<file path="config.mk">
export PLATFORM = sky130hd
export DESIGN_NAME = mem_loader
export DESIGN_NICKNAME = d
export VERILOG_FILES = /design/src/rtl/mem_loader_pkg.sv /design/src/rtl/mem_loader_pack.sv /design/src/rtl/mem_loader.sv
export SDC_FILE = /design/constraint.sdc
export NUM_CORES = 1
export LEC_CHECK = 0
export ABC_AREA = 1
export CELL_PAD_IN_SITES_DETAIL_PLACEMENT = 2
export CELL_PAD_IN_SITES_GLOBAL_PLACEMENT = 2
export CORE_ASPECT_RATIO = 0.5
export CORE_MARGIN = 2
export CORE_UTILIZATION = 25
export DETAILED_ROUTE_END_ITERATION = 8
export PLACE_DENSITY_LB_ADDON = 0.1
export SYNTH_ARGS = -nofsm -noshare
export SYNTH_HDL_FRONTEND = slang
export SYNTH_SLANG_ARGS = --single-unit
</file>
<file path="constraint.sdc">
create_clock -name clk -period 5.6 [get_ports clk]
set_clock_uncertainty 0.05 [all_clocks]
set_input_delay 1.68 -clock clk [delete_from_list [all_inputs] [get_ports clk]]
set_output_delay 1.68 -clock clk [all_outputs]
set_load 0.05 [all_outputs]
</file>
<file path="src/rtl/mem_loader_pkg.sv">
`default_nettype none
// ============================================================================
// Module   : mem_loader_pkg
// Brief    : Shared types and constants for the boot-image memory loader.
// Revision : 1.0 - initial release
// ============================================================================
package mem_loader_pkg;

    // Loader sequencing states
    typedef enum logic [2:0] {
        ST_IDLE  = 3'd0,
        ST_LEN   = 3'd1,
        ST_DATA  = 3'd2,
        ST_WRITE = 3'd3,
        ST_FIN   = 3'd4
    } state_t;

    // Length header is a 32-bit little-endian word
    localparam int unsigned c_hdr_bytes = 4;

    // Default load window
    localparam logic [15:0] c_base_addr = 16'h0000;
    localparam int unsigned c_mem_bytes = 32'h0001_0000;

endpackage
`default_nettype wire

</file>
<file path="src/rtl/mem_loader_pack.sv">
`default_nettype none
// ============================================================================
// Module   : mem_loader_pack
// Brief    : 64-bit byte-lane pack register with accumulated byte strobes.
//            Unwritten lanes stay zero so a short final word is clean.
// Revision : 1.0 - initial release
// ============================================================================
module mem_loader_pack (
    input  logic        clk,
    input  logic        rst,
    input  logic        i_clr,
    input  logic        i_wr,
    input  logic [2:0]  i_lane,
    input  logic [7:0]  i_byte,
    output logic [63:0] o_data,
    output logic [7:0]  o_strb
);

    logic [63:0] r_data;
    logic [7:0]  r_strb;

    // Drop a byte into its lane and mark the lane; clear after each write
    always_ff @(posedge clk) begin
        if (rst || i_clr) begin
            r_data <= 64'd0;
            r_strb <= 8'd0;
        end else if (i_wr) begin
            r_data[{i_lane, 3'b000} +: 8] <= i_byte;
            r_strb[i_lane]                <= 1'b1;
        end
    end

    assign o_data = r_data;
    assign o_strb = r_strb;

endmodule
`default_nettype wire

</file>
<file path="src/rtl/mem_loader.sv">
`default_nettype none
// ============================================================================
// Module   : mem_loader
// Brief    : Streams a length-prefixed byte image into memory as 8-byte
//            words, then releases the CPU from reset. Oversized images are
//            rejected before any write is issued.
// Revision : 1.0 - initial release
// ============================================================================
module mem_loader
    import mem_loader_pkg::*;
#(
    parameter logic [15:0] BASE_ADDR = c_base_addr,
    parameter int unsigned MEM_BYTES = c_mem_bytes
) (
    input  logic        clk,
    input  logic        rst,
    input  logic        s_valid,
    input  logic [7:0]  s_data,
    output logic        s_ready,
    output logic        mem_we,
    output logic [15:0] mem_addr,
    output logic [63:0] mem_wdata,
    output logic [7:0]  mem_wstrb,
    input  logic        mem_ready,
    output logic        cpu_rst,
    output logic        done,
    output logic        err
);

    state_t      r_state;
    state_t      w_state_nxt;
    logic [31:0] r_len;
    logic [31:0] r_byte_cnt;
    logic [1:0]  r_hdr_cnt;
    logic [15:0] r_addr;
    logic        r_done;
    logic        r_err;

    logic        w_s_hs;
    logic        w_hdr_last;
    logic [31:0] w_len_full;
    logic        w_len_zero;
    logic        w_len_big;
    logic        w_data_acc;
    logic        w_data_last;
    logic        w_wr_done;
    logic        w_all_sent;

    assign s_ready    = (r_state == ST_LEN) || (r_state == ST_DATA);
    assign w_s_hs     = s_valid && s_ready;
    assign w_hdr_last = (r_state == ST_LEN) && w_s_hs &&
                        (r_hdr_cnt == 2'(c_hdr_bytes - 1));
    // Full length as it will be once the last header byte lands
    assign w_len_full = {s_data, r_len[23:0]};
    assign w_len_zero = (w_len_full == 32'd0);
    // 33-bit sum so a huge N cannot wrap past the window check
    assign w_len_big  = (({1'b0, w_len_full} + {17'd0, BASE_ADDR}) > 33'(MEM_BYTES));
    assign w_data_acc = (r_state == ST_DATA) && w_s_hs;
    assign w_data_last = ((r_byte_cnt + 32'd1) == r_len);
    assign w_wr_done  = (r_state == ST_WRITE) && mem_ready;
    assign w_all_sent = (r_byte_cnt == r_len);

    assign mem_we   = (r_state == ST_WRITE);
    assign mem_addr = r_addr;
    assign cpu_rst  = !((r_state == ST_FIN) && r_done);
    assign done     = r_done;
    assign err      = r_err;

    // State register
    always_ff @(posedge clk) begin
        if (rst) r_state <= ST_IDLE;
        else     r_state <= w_state_nxt;
    end

    // Next-state decode
    always_comb begin
        w_state_nxt = r_state;
        case (r_state)
            ST_IDLE:  w_state_nxt = ST_LEN;
            ST_LEN:   if (w_hdr_last) begin
                          if (w_len_zero || w_len_big) w_state_nxt = ST_FIN;
                          else                         w_state_nxt = ST_DATA;
                      end
            ST_DATA:  if (w_data_acc && ((r_byte_cnt[2:0] == 3'd7) || w_data_last))
                          w_state_nxt = ST_WRITE;
            ST_WRITE: if (mem_ready) w_state_nxt = w_all_sent ? ST_FIN : ST_DATA;
            ST_FIN:   w_state_nxt = ST_FIN;
            default:  w_state_nxt = ST_IDLE;
        endcase
    end

    // Header capture, byte counting, address advance and sticky status
    always_ff @(posedge clk) begin
        if (rst) begin
            r_len      <= 32'd0;
            r_byte_cnt <= 32'd0;
            r_hdr_cnt  <= 2'd0;
            r_addr     <= BASE_ADDR;
            r_done     <= 1'b0;
            r_err      <= 1'b0;
        end else begin
            if ((r_state == ST_LEN) && w_s_hs) begin
                r_len[{r_hdr_cnt, 3'b000} +: 8] <= s_data;
                r_hdr_cnt                       <= r_hdr_cnt + 2'd1;
            end
            if (w_hdr_last) begin
                if (w_len_zero)     r_done <= 1'b1;
                else if (w_len_big) r_err  <= 1'b1;
            end
            if (w_data_acc) r_byte_cnt <= r_byte_cnt + 32'd1;
            if (w_wr_done) begin
                r_addr <= r_addr + 16'd8;
                if (w_all_sent) r_done <= 1'b1;
            end
        end
    end

    mem_loader_pack u_pack (
        .clk    (clk),
        .rst    (rst),
        .i_clr  (w_wr_done),
        .i_wr   (w_data_acc),
        .i_lane (r_byte_cnt[2:0]),
        .i_byte (s_data),
        .o_data (mem_wdata),
        .o_strb (mem_wstrb)
    );

endmodule
`default_nettype wire

</file>
==> results.sh, run 1 <==
export IMPL_clkSinkCount=156
export IMPL_final_cell_area_sq_um=9950
export IMPL_cts_tree="built"
export IMPL_crit_arrival_ns=2.12
export IMPL_seq_area_frac_synth_pct=39.5
export IMPL_drv_slew=0
export IMPL_grt_ovfl_total=0
export IMPL_critPathKind="reg2out"
export IMPL_top_layer_used="met4"
export IMPL_synth_area_leaders="dfxtp_1 (40%), nand2_1 (12%), a21oi_1 (7.5%)"
export IMPL_worstSetupStartpoint="r_state[0]"
export IMPL_slew_headroom_pct=45.4
export IMPL_fp_dieH_microns=130
export IMPL_fp_dieW_microns=255
export IMPL_maxCapViolations=0
export IMPL_num_nets_final=1262
export IMPL_seqCellArea_sq_um=3120
export IMPL_max_freq_mhz=260
export IMPL_rr_endpoint="r_state[1]"
export IMPL_multiInputGateArea_sq_um=4080
export IMPL_grt_pass1_wl_microns=50200
export IMPL_start_util_pct=25.8
export IMPL_setup_viol=0
export IMPL_drt_iter0_drc=279
export IMPL_path_cells="inv_1 -> nor2_1 -> nand2_1 -> nand2_1 -> clkdlybuf4s50_1"
export IMPL_crit_path_top_delay_cell="clkdlybuf4s50_1"
export IMPL_required_ns=3.87
export IMPL_r2r_start="r_byte_cnt[0]"
export IMPL_cts_resized=0
export IMPL_pre_cts_ws_ns=1.41
export IMPL_cpLargestDelayFamily="buffers and inverters"
export IMPL_hpwlAfterDp_microns=24100
export IMPL_vias_per_cell=4.71
export IMPL_synth_area_per_cell_sq_um=6.87
export IMPL_period_share_pct=68.8
export IMPL_setup_tns_ns=0
export IMPL_powerDensity_nw_per_um2=337
export IMPL_ir_drop_mv=0.213
export IMPL_grt_pass1_vias=8528
export IMPL_path_common_cell="nand2_1"
export IMPL_clkSlewWorstSetupHoldPaths_ns=0.07
export IMPL_post_dp_cell_area_sq_um=9320
export IMPL_start_kind="flip-flop"
export IMPL_grt_use_total_pct=19.8
export IMPL_drtAntennaViolNets=0
export IMPL_yosys_area_top_type="dfxtp_1"
export IMPL_io_buffers=101
export IMPL_post_cts_buffers=0
export IMPL_synth_warnings=0
export IMPL_routedWlPerCell_microns=18.8
export IMPL_crit_fanout=5
export IMPL_worstSetupEndpointType="output port"
export IMPL_route_vias_total=7898
export IMPL_synthDistinctLibCells=45
export IMPL_syn2layout_area_growth_pct=25.9
export IMPL_io_pins=105
export IMPL_drive_gt1_share_pct=5.03
export IMPL_status="completed"
export IMPL_hold_violations=0
export IMPL_leakagePower_nw=3.78
export IMPL_htreeDepth=4
export IMPL_grt_max_degree=55
export IMPL_route_met3_wl_microns=789
export IMPL_cts_root_buf="clkbuf_16"
export IMPL_gp_congestion=0.781
export IMPL_crit_end="s_ready"
export IMPL_drc=0
export IMPL_fin_ws_ns=1.75
export IMPL_tightest_slew_ns=0.813
export IMPL_hp_class="reg2reg"
export IMPL_netlist_area_sq_um=7900
export IMPL_drt_pass1_iter_count=4
export IMPL_num_fill_cells=3604
export IMPL_drt_total_wl_microns=31500
export IMPL_die_area_sq_um=33100
export IMPL_max_stage_delay_ns=0.80
export IMPL_fin_crit_ns=3.85
export IMPL_ff2ff_path_depth=18
export IMPL_ctsHoldBuffers=0
export IMPL_insertedDiodeCount=0
export IMPL_clock_path_buffers=2
export IMPL_power_total_mw=3.35
export IMPL_met2_length_microns=14200
export IMPL_coreArea_sq_um=30700
export IMPL_cp_depth=5
export IMPL_utilization_pct=32.4
export IMPL_antenna_found_initial=0
export IMPL_rsz0062_at_grt="no"
export IMPL_ys_seq_elements=156
export IMPL_crit_buf_inv=2
export IMPL_routedLengthMet1_microns=16200
export IMPL_rrSetupSlack_ns=2.53
export IMPL_insertion_delay_ns=0.45
export IMPL_numCtsBuffers=17
export IMPL_netlist_area_leader_share_pct=39.5
export IMPL_syn_inst=1150
export IMPL_rows=45
[flip-flops by register name (all words and copies together) (netlist names)]
| signal | cells |
|---|---|
| r_byte_cnt | 32 |
| done | 1 |
| r_len | 32 |
| mem_addr | 13 |
| u_pack.o_strb | 8 |
| r_state | 3 |
| err | 1 |
| u_pack.o_data | 64 |
| r_hdr_cnt | 2 |
[per-layer routing]
metal / GRT usage [%] / vias up
met2: 32.2 / 86
met3: 3.38 / 21
met5: 0 / -
met1: 27.3 / 3884
met4: 5.12 / 0
li1: - / 3907
[final cells by class]
class,instances,share of cell area [%]
Clock buffer,19,4.55
Clock inverter,13,1.77
Inverter,143,5.42
Multi-Input combinational cell,816,41.0
Sequential cell,156,31.4
Tap cell,423,5.32
Timing Repair Buffer,106,10.5
[placed cells by master, fill, tap and decap left out, types with 3 or more instances in the layout]
cell / n
nand2_1: 261
dfxtp_1: 156
nor2_1: 144
inv_1: 138
a21oi_1: 118
clkdlybuf4s50_1: 100
o21ai_0: 54
nand3_1: 48
a211oi_1: 28
nor3_1: 25
nand4_1: 23
xnor2_1: 23
clkbuf_16: 17
xor2_1: 14
ha_1: 10
a31oi_1: 7
nor2_2: 6
nand3b_1: 6
nor4_1: 6
inv_6: 5
buf_4: 5
nand2_2: 4
nor2_4: 4
o21bai_1: 4
clkinv_1: 3
or2_2: 3
o21a_1: 3
o211a_1: 3
conb_1: 3
bufinv_16: 3
[stage by stage]
| step | hold slack, ns | instances |
|---|---|---|
| after floorplan | 0.405 | 1152 |
| after global placement | 0.388 | 1644 |
| after detailed placement | 0.402 | 1644 |
| after CTS | 0.413 | 1676 |
| after global routing | 0.445 | 1676 |
| final | 0.407 | 1676 |
[worst min path at each step]
stage | from | end | slack, ns | depth (start not counted)
2_1_floorplan | r_len[17] | r_len[17] | 0.40 | 2
3_3_place_gp | u_pack.o_data[43] | u_pack.o_data[43] | 0.39 | 2
3_5_place_dp | u_pack.o_data[43] | u_pack.o_data[43] | 0.40 | 2
4_1_cts | u_pack.o_data[43] | u_pack.o_data[43] | 0.41 | 2
5_1_grt | u_pack.o_data[59] | u_pack.o_data[59] | 0.44 | 2
6_report | u_pack.o_data[43] | u_pack.o_data[43] | 0.41 | 2
[kinds of logic after synthesis]
| family | count (synthesis) | synth area share (%) |
|---|---|---|
| simple gates | 540 | 29.5 |
| compound gates | 225 | 15.9 |
| buf+inv | 180 | 8.99 |
| flops | 156 | 39.5 |
| xor+xnor | 38 | 4.39 |
| fa+ha+maj | 10 | 1.58 |
| other cells | 1 | 0.0475 |
[worst min-delay path, cell delays in order, from the launching register on]
cell     delay, ns
dfxtp_1       0.32
inv_1         0.05
a21oi_1       0.05
[Yosys cell counts, drive strengths merged]
cell and instances:
o21ai 55, buf 10, a21oi 118, nand3 49, and3 3, a211oi 28, nor2 155, nor3b 2
a31oi 7, o21a 3, a21o 1, dfxtp 156, xnor2 23, a311oi 2, conb 1, xor2 14
clkbuf 27, clkinv 3, nand3b 6, nand4 23, nor4 7, xnor3 1, inv 140, nor3 25
ha 10, o211a 3, nand2 267, or2 3, o211ai 2, o21bai 4, o221ai 2
[report_power, final]
group,switching (mW),internal (mW),leakage (nW),total (mW)
registers,0.0984,1.18,1.26,1.28
logic,0.562,0.240,2.21,0.802
clock network,0.535,0.738,0.305,1.27
Power figures use the tool's default switching activity.
==> run 2: changes to the inputs <==
==> constraint.sdc (replaced) <==
create_clock -name clk -period 3.4 [get_ports clk]
set_clock_uncertainty 0.05 [all_clocks]
set_input_delay 1.02 -clock clk [delete_from_list [all_inputs] [get_ports clk]]
set_output_delay 1.02 -clock clk [all_outputs]
set_load 0.05 [all_outputs]
==> run 2 against run 1 <==
  * Design area up 1.1%
  * Routed wire length up 0.98%
  * Sequential power up 63%
  * Largest power group unchanged
  * Die area unchanged
  * Flip-flop and latch count unchanged
  * Critical path type unchanged
  * Count of clock-buffer cells in the layout up 1
  * Hold slack better by 0.0015 ns
  * Register-to-register slack worse by 2.2 ns
  * Sequential share of layout area down 0.33 points
==> results.sh, run 2 (synthesized netlist as in run 1, its figures left out) <==
export IMPL_rows=45
export IMPL_clkSinkCount=156
export IMPL_powerDensity_nw_per_um2=530
export IMPL_drt_pass1_iter_count=4
export IMPL_power_internal_mw=3.36
export IMPL_fin_crit_ns=3.21
export IMPL_setup_viol=0
export IMPL_power_frac_comb_pct=25.8
export IMPL_die_area_sq_um=33100
export IMPL_io_pins=105
export IMPL_drv_slew=0
export IMPL_period_share_pct=94.5
export IMPL_hold_violations=0
export IMPL_route_vias_total=8032
export IMPL_status="completed"
export IMPL_ctsHoldBuffers=0
export IMPL_coreArea_sq_um=30700
export IMPL_io_buffers=101
export IMPL_mostFrequentLayoutCell="nand2_1"
export IMPL_crit_fanout=5
export IMPL_antenna_found_initial=0
export IMPL_leakagePower_nw=3.86
export IMPL_fp_dieW_microns=255
export IMPL_hpwlAfterDp_microns=24600
export IMPL_htreeDepth=4
export IMPL_critPathKind="reg2out"
export IMPL_max_freq_mhz=311
export IMPL_insertion_delay_ns=0.45
export IMPL_setup_tns_ns=0
export IMPL_hp_class="reg2reg"
export IMPL_required_ns=2.33
export IMPL_num_nets_final=1285
export IMPL_fp_dieH_microns=130
export IMPL_slew_headroom_pct=57.6
export IMPL_fin_ws_ns=0.187
export IMPL_largest_reg_flops=64
export IMPL_start_kind="flip-flop"
export IMPL_mostFrequentLayoutCells="nand2_1 (261), dfxtp_1 (156), nor2_1 (144)"
export IMPL_cts_root_buf="clkbuf_16"
export IMPL_drt_total_wl_microns=31900
export IMPL_swShare_pct=36.9
export IMPL_insertedDiodeCount=0
export IMPL_ir_drop_mv=0.371
export IMPL_vias_per_cell=4.73
export IMPL_rsz0062_at_grt="no"
export IMPL_grt_use_total_pct=19.7
export IMPL_drtAntennaViolNets=0
export IMPL_switchingPower_mw=1.97
export IMPL_clkSlewWorstSetupHoldPaths_ns=0.07
export IMPL_cts_resized=0
export IMPL_syn2layout_area_growth_pct=27.2
export IMPL_cts_tree="built"
export IMPL_grt_ovfl_total=0
export IMPL_tightest_slew_ns=0.634
export IMPL_post_cts_buffers=0
export IMPL_clock_path_buffers=2
export IMPL_clkPwrFrac_pct=35.0
export IMPL_hold_slack_ns=0.409
export IMPL_drc=0
export IMPL_grt_pass1_vias=8560
export IMPL_p_seq_share_pct=39.2
export IMPL_start_util_pct=25.8
export IMPL_grt_pass1_wl_microns=50000
export IMPL_numCtsBuffers=17
export IMPL_grt_max_degree=55
export IMPL_routedWlPerCell_microns=18.8
export IMPL_gp_congestion=0.816
export IMPL_drt_iter0_drc=325
export IMPL_maxCapViolations=0
export IMPL_pre_cts_ws_ns=0.141
export IMPL_crit_arrival_ns=2.14
export IMPL_worstSetupEndpointType="output port"
export IMPL_drive_gt1_share_pct=6.66
run 2: stage by stage:
stage                     power, mW  utilization, %  cell area (sq um)  std cells
after floorplan                2.98               -               7910       1152
after global placement         3.48            30.9               9490       1667
after detailed placement       3.51            30.9               9490       1667
after CTS                      5.41            32.8              10100       1699
after global routing           5.64            32.8              10100       1699
final                          5.33            32.8              10100       1699
run 2: layout make-up:
cell class | instances | area, sq um
Fill cell | 3605 | 20600
Multi-Input combinational cell | 816 | 4080
Sequential cell | 156 | 3120
Timing Repair Buffer | 129 | 1220
Inverter | 143 | 539
Tap cell | 423 | 529
Clock buffer | 20 | 457
Clock inverter | 12 | 106
run 2: power groups by stage:
stage,Clock [mW],Combinational [mW],Sequential [mW]
finish,1.87,1.37,2.09
CTS,1.93,1.39,2.09
global placement,0,1.35,2.12
global route,2.01,1.52,2.10
floorplan,0,0.848,2.13
detailed placement,0,1.38,2.13
run 2: worst paths after layout:
| check | depth (start not counted) | endpoint | from | slack [ns] |
|---|---|---|---|---|
| setup / recovery | 5 | s_ready | r_state[0] | 0.19 |
| hold / removal | 2 | u_pack.o_data[63] | u_pack.o_data[63] | 0.41 |
| setup reg to reg | 18 | r_state[1] | r_byte_cnt[0] | 0.37 |
| hold reg to reg | 2 | u_pack.o_data[63] | u_pack.o_data[63] | 0.41 |
run 2: critical path, cell delays in order (launching register included):
cell and delay [ns]:
dfxtp_1 0.36, inv_1 0.05, nor2_1 0.19, nand2_1 0.18, nand2_1 0.12, clkdlybuf4s50_1 0.80
run 2: per-layer routing:
layer | track usage [%] | vias to the layer above | share of wire, %
li1 | - | 3964 | -
met1 | 26.6 | 3936 | 50
met2 | 32.6 | 104 | 45
met3 | 3.79 | 28 | 3.9
met4 | 5.05 | 0 | 1.2
met5 | 0 | - | 0
